==> src/rtl/input_port_buffer.sv <==
// input_port_buffer: per-port flit FIFO with a packet-framing FSM.
// Non-header flits seen while idle are dropped; a header at the head starts
// a packet that is forwarded on grants until a tail is popped.
// Optional build macro INPUT_BUF_DROP_COUNT_EN enables the saturating
// drop counter; otherwise drop_cnt is tied to zero.
module input_port_buffer #(
  parameter int FLIT_W = 32,
  parameter int DEPTH  = 4
) (
  input  logic              clk,
  input  logic              rst,
  input  logic [FLIT_W-1:0] flit_in,
  input  logic              valid_in,
  output logic              ready_out,
  output logic [FLIT_W-1:0] flit_out,
  output logic [2:0]        flit_id,
  output logic [11:0]       length,
  output logic              req,
  input  logic              gnt,
  output logic [7:0]        drop_cnt
);

  localparam int AW = $clog2(DEPTH);
  localparam logic [AW:0] FULL_CNT = (AW+1)'(DEPTH);
  localparam logic [2:0] TYPE_HDR  = 3'b001;
  localparam logic [2:0] TYPE_TAIL = 3'b100;

  typedef enum logic {IDLE, ACTIVE} state_t;

  state_t            state, state_next;
  logic [FLIT_W-1:0] mem [DEPTH];
  logic [AW-1:0]     wr_ptr, rd_ptr;
  logic [AW:0]       count;
  logic              empty, full, push, pop, latch_len;
  logic [FLIT_W-1:0] head;
  logic [2:0]        head_type;

  assign empty     = (count == '0);
  assign full      = (count == FULL_CNT);
  assign ready_out = !full;
  assign push      = valid_in && !full;
  assign head      = mem[rd_ptr];
  assign head_type = head[FLIT_W-1 -: 3];
  assign flit_out  = empty ? '0 : head;
  assign flit_id   = empty ? '0 : head_type;
  assign req       = (state == ACTIVE);

  // State register.
  always_ff @(posedge clk) begin
    if (rst) state <= IDLE;
    else     state <= state_next;
  end

  // Next-state, pop and length-latch decisions from the head flit.
  always_comb begin
    state_next = state;
    pop        = 1'b0;
    latch_len  = 1'b0;
    case (state)
      IDLE: begin
        if (!empty) begin
          if (head_type == TYPE_HDR) begin
            state_next = ACTIVE;
            latch_len  = 1'b1;
          end else begin
            pop = 1'b1;
          end
        end
      end
      ACTIVE: begin
        if (gnt && !empty) begin
          pop = 1'b1;
          if (head_type == TYPE_TAIL) state_next = IDLE;
        end
      end
      default: state_next = IDLE;
    endcase
  end

  // Storage array; contents need no reset since occupancy gates visibility.
  always_ff @(posedge clk) begin
    if (push) mem[wr_ptr] <= flit_in;
  end

  // Pointers and occupancy; pointers wrap naturally at power-of-two DEPTH.
  always_ff @(posedge clk) begin
    if (rst) begin
      wr_ptr <= '0;
      rd_ptr <= '0;
      count  <= '0;
    end else begin
      if (push) wr_ptr <= wr_ptr + 1'b1;
      if (pop)  rd_ptr <= rd_ptr + 1'b1;
      case ({push, pop})
        2'b10:   count <= count + 1'b1;
        2'b01:   count <= count - 1'b1;
        default: count <= count;
      endcase
    end
  end

  // Packet length captured when a header starts a packet.
  always_ff @(posedge clk) begin
    if (rst)            length <= '0;
    else if (latch_len) length <= head[11:0];
  end

`ifdef INPUT_BUF_DROP_COUNT_EN
  logic       drop;
  logic [7:0] drop_q;

  assign drop     = (state == IDLE) && !empty && (head_type != TYPE_HDR);
  assign drop_cnt = drop_q;

  // Saturating count of flits discarded while idle.
  always_ff @(posedge clk) begin
    if (rst)                          drop_q <= '0;
    else if (drop && drop_q != 8'hFF) drop_q <= drop_q + 8'd1;
  end
`else
  assign drop_cnt = '0;
`endif

endmodule

==> config.mk <==
export PLATFORM = sky130hd
export DESIGN_NAME = input_port_buffer
export DESIGN_NICKNAME = d
export VERILOG_FILES = /design/src/rtl/input_port_buffer.sv
export SDC_FILE = /design/constraint.sdc
export NUM_CORES = 1
export LEC_CHECK = 0
export BUFFER_PORTS_ARGS = -buffer_cell sky130_fd_sc_hd__buf_4
export CAP_MARGIN = 25
export CORE_UTILIZATION = 56
export DETAILED_ROUTE_END_ITERATION = 16
export PLACE_DENSITY = 0.79
export REMOVE_ABC_BUFFERS = 1
export SYNTH_ARGS = -nofsm -noshare
export SYNTH_HDL_FRONTEND = slang
export SYNTH_SLANG_ARGS = --single-unit
==> constraint.sdc <==
create_clock -name clk -period 2.9 [get_ports clk]
set_input_delay 0.29 -clock clk [delete_from_list [all_inputs] [get_ports clk]]
set_output_delay 0.29 -clock clk [all_outputs]
set_load 0.02 [all_outputs]
* Word level (Yosys, flattened, before mapping)
Memories as Yosys holds them, arrays and structs flattened. A register that Yosys moved wholly into a read port is not among the register bits.
Cells that the tools add are included.
** Storage, ports and cells
- Output and inout port bits :: 57
- Latch bits :: 0
- ROM bits :: 0
- Word-level logic and storage cells :: 39
- Register bits :: 20
- Memory bits (writable) :: 128
- Memories kept :: 1
- Bits of input ports :: 36
** Memories
- mem :: depth 4, width 32, rd ports 1, clocked after memory_dff 1, write ports 1, RTL line 31 : logic [FLIT_W-1:0] mem [DEPTH];
** Operators by class
- Bitwise gates (word level) :: 1
- Add/sub/neg operators :: 4
- Shift operators :: 0
- Equality and inequality tests :: 5
- Multiplexer cells :: 17
- $lt $le $gt $ge :: 0
- Reductions and logical operators :: 6
- Multiply operators :: 0
- Divide/modulo/power cells :: 0
** Operator list (count)
- 32-bit 2-to-1 mux :: 1
- 1-bit 2-to-1 mux :: 10
- 3-bit equality test (second input constant) :: 2
- 3-bit one-hot mux with 2 select lines :: 1
- 2-bit by 1-bit adder with 2-bit output (second input constant) :: 2
- 2-bit 2-to-1 mux :: 2
- 1-bit one-hot mux with 2 select lines :: 2
- 3-bit by 1-bit adder with 3-bit output (second input constant) :: 1
- 3-bit by 1-bit equality test with 1-bit output (second input constant) :: 1
- 3-bit zero test :: 1
- 3-bit 2-to-1 mux :: 1
- 3-bit by 1-bit subtractor with 3-bit output (second input constant) :: 1
- 2-bit by 1-bit equality test with 1-bit output (second input constant) :: 1
- 2-bit equality test (second input constant) :: 1
- 1-bit logical AND :: 2
- 1-bit zero test :: 2
- 2-bit nonzero test :: 1
- 1-bit NOT :: 1

* Depth between registers and ports, before layout
- Word-level depth :: 7
- Mapped depth :: 10
- Gate-level depth less buffers :: 9

* Worst setup path before layout
OpenSTA, ideal clock, no wires.
- Kind :: register to register
- Start :: register (tool-made name)
- End :: register count[2]
- Cell stages (with the launch flop) :: 11
- Buffers on the path :: 1
- Data arrival time :: 2636 ps
- Setup slack :: 194 ps
- Clock period less this slack :: 2706 ps
- Data required time :: 2830 ps
- Library setup time :: 70 ps
- Path through :: dfxtp_1 buf_6 mux4_2 nor4b_1 nor3_1 ha_1 inv_1 fa_1 xor2_1 or3_1 a21oi_1
** RTL lines
- end signal, assigned :: RTL line 95 : 2'b10: count <= count + 1'b1;
- end signal, assigned :: RTL line 96 : 2'b01: count <= count - 1'b1;
- end signal, assigned :: RTL line 97 : default: count <= count;
- end, declared :: RTL line 33 : logic [AW:0] count;

==> flow_metrics.tcl <==
set metrics [dict create \
    outcome "finished clean" \
    clk_path_buf_depth 2 \
    cpLargestDelayFamily "simple AND/OR/NAND/NOR gates" \
    ys_top_cells_by_area "edfxtp_1 65%, mux4_2 12%, dfxtp_1 7.4%" \
    cp_cell_sequence "mux4_2 -> nor4b_2 -> nor3_2 -> ha_1 -> inv_1 -> fa_1 -> xor2_1 -> or3_1 -> a21oi_1" \
    track_usage_pct 22.01 \
    fillers 610 \
    leakagePower_uw 0.002672 \
    critPathMaxStageDelay_ps 540 \
    ys_ff_latch 150 \
    hold_ws_ps 132.5 \
    crit_type "register to register" \
    grt_overflow 0 \
    antenna_found_initial 0 \
    hpwl_um 6335 \
    hp-start "rst" \
    worstSetupStartpointType "register" \
    ys_seq_area_share_pct 72.18 \
    min_period_over_period_pct 94.39 \
    grt_pass1_vias 3356 \
    synthCells 329 \
    max_slew_margin_pct 40.39 \
    ys_warn_count 0 \
    holdPathEnd "count[1]" \
    maxSlewViolCount 0 \
    arrival_ps 3170 \
    clock_sinks 150 \
    drc_errors 0 \
    rows 37 \
    fin_cells 598 \
    synth_area_mm2 0.005936 \
    clock_skew_ps 9.341 \
    rsz0062_at_grt "no" \
    min_period_ps 2737 \
    synth_ff_type "edfxtp_1" \
    coreArea_mm2 0.01028 \
    dieWidth_um 105.0 \
    num_io_pins 93 \
    drt-pass1-iter-count 4 \
    layout_setup_ws_ps 162.8 \
    yosysTopAreaCell "edfxtp_1" \
    ir_drop_v 0.0005471 \
    antennaDiodeCount 0 \
    start_util_pct 57.76 \
    clk_latency_ps 510 \
    place_congestion 0.6972 \
    tightest_slew_ps 894.2 \
    setup_violations 0 \
    synth_edf_count 128 \
    dieArea_mm2 0.01102 \
    reg2reg_depth 9 \
    cts_buffers 17 \
    required_ps 3340 \
    crit_slowest_cell "mux4_2" \
    critPathBufInv 1 \
    grt_max_degree 37 \
    drive_gt1_share_pct 35.71 \
    root_buffer "clkbuf_8" \
    io_buffer_count 84 \
    vias 3262 \
    post_cts_buffers 0 \
    min_path_cells 2 \
    area_growth_pct 27.68 \
    hold_class "input pin to register" \
    synth_top_area_share_pct 64.76 \
    drt_iter0_markers 220 \
    wl_per_cell_um 18.96 \
    ant_nets 0 \
    reg2reg_slack_ps 160 \
    async_flop_share_pct 0 \
    hold_viol_final 0 \
    power_density_mw_per_mm2 981.7 \
    die_h_um 105.0 \
    reg2reg_to "count[2]" \
    cts_tree "built" \
    avgViaCountPerCell 5.455 \
    postSynthAreaPerCell_um2 18.04 \
    maxCapViolCount 0 \
    clk_pin_slew_worst_paths_ps 60 \
    cp-end-kind "register" \
    grt_pass1_wl_um 17640 \
    routed_wl_um 11340 \
    cp_max_fo 4 \
    max_freq_mhz 365.3 \
    finalNetCount 492 \
    htreeDepth 4 \
    synth.distinct_cells 31 \
    place_inst 535 \
    synthTopCellsByCount "128 x edfxtp_1, 34 x nor2b_1, 32 x mux4_2" \
    pre_cts_ws_ps 68.49 \
    synth_most_common_cell "edfxtp_1" \
]
registers in the layout, indices dropped and copies added (netlist names), named ones only:
signal	count
req	1
count	3
rd_ptr	2
wr_ptr	2
mem	128
length	12
worst register-to-register path: cells and delay by family (launching register included):
kind / cells / cell delay, ps
AOI/OAI and AO/OA: 1 / 150
xor gates and xnor gates: 1 / 160
adders and majority gates: 2 / 610
buffers and inverters: 1 / 70
DFF: 1 / 350
muxes: 1 / 540
and+or+nand+nor: 3 / 800
cells by family after synthesis:
kind of cell	synth area share, %
adder cells (fa/ha/maj)	1.391
multiplexers	12.71
buffers and inverters	3.204
other	0.06318
flip-flops	72.18
AO/OA/AOI/OAI	2.445
AND/OR/NAND/NOR	7.568
XOR/XNOR	0.4427
power breakdown:
group          total, uW  switching, uW  internal [uW]
clock               2170            854           1320
sequential          2710           97.2           2610
combinational       2560           1430           1130
routing by layer:
layer / GRT usage, % / vias to the layer above / wire length (um)
li1: - / 1496 / -
met1: 27.99 / 1639 / 4652
met2: 37.04 / 117 / 5888
met3: 6.051 / 10 / 705
met4: 6.942 / 0 / 92
met5: 0 / - / 0
stage by stage:
| stage | utilization, % | TNS, ps | power, uW | cell area, um2 |
|---|---|---|---|---|
| after floorplan | - | -8104 | 4304 | 5798 |
| after global placement | 64.77 | 0 | 5200 | 6656 |
| after detailed placement | 64.77 | 0 | 5261 | 6656 |
| after CTS | 73.63 | 0 | 7466 | 7567 |
| after global routing | 73.74 | 0 | 7759 | 7579 |
| final | 73.74 | 0 | 7440 | 7579 |
cells in the final DEF (no fill, tap or decap), types with 2 or more instances in the layout:
cell	n
bufinv_16	3
a21oi_1	16
and3_2	4
dfxtp_2	2
mux4_2	32
nor3_2	2
inv_6	3
dfxtp_1	20
clkbuf_16	16
nand2_1	2
nor2b_1	34
o21ai_1	6
inv_1	7
dlygate4sd3_1	32
clkinvlp_4	4
xor2_1	2
ha_1	5
mux2_2	3
nand3b_1	12
buf_4	90
nor2_1	8
o21ai_0	7
clkinv_4	3
conb_1	8
nor3_1	2
edfxtp_1	128
worst max-delay path by stage:
stage / to / slack (ps) / depth (start not counted)
final: count[2] / 160 / 9
after global routing: count[2] / 9 / 9
after CTS: count[2] / 50 / 9
after detailed placement: count[2] / 70 / 9
after global placement: count[2] / 200 / 9
after floorplan: count[2] / -1020 / 9
area by class of cell:
class / instances / area (um2) / share of cell area (%)
repair buffers: 122 / 996.0 / 13.14
well taps: 136 / 170.2 / 2.245
multi-input cells: 152 / 1509 / 19.91
inverters: 7 / 26.28 / 0.3467
clock inverters: 13 / 172.7 / 2.278
flip-flops and latches: 150 / 4287 / 56.56
clock buffers: 18 / 417.9 / 5.514
what timing repair did:
| action | CTS | global route |
|---|---|---|
| setup endpoints to repair | 0 | 1 |
| hold endpoints to repair | 128 | 0 |
| gates resized for setup | 0 | 2 |
| hold buffers | 32 | 0 |
Note: power is estimated with default switching activity, not from simulation.
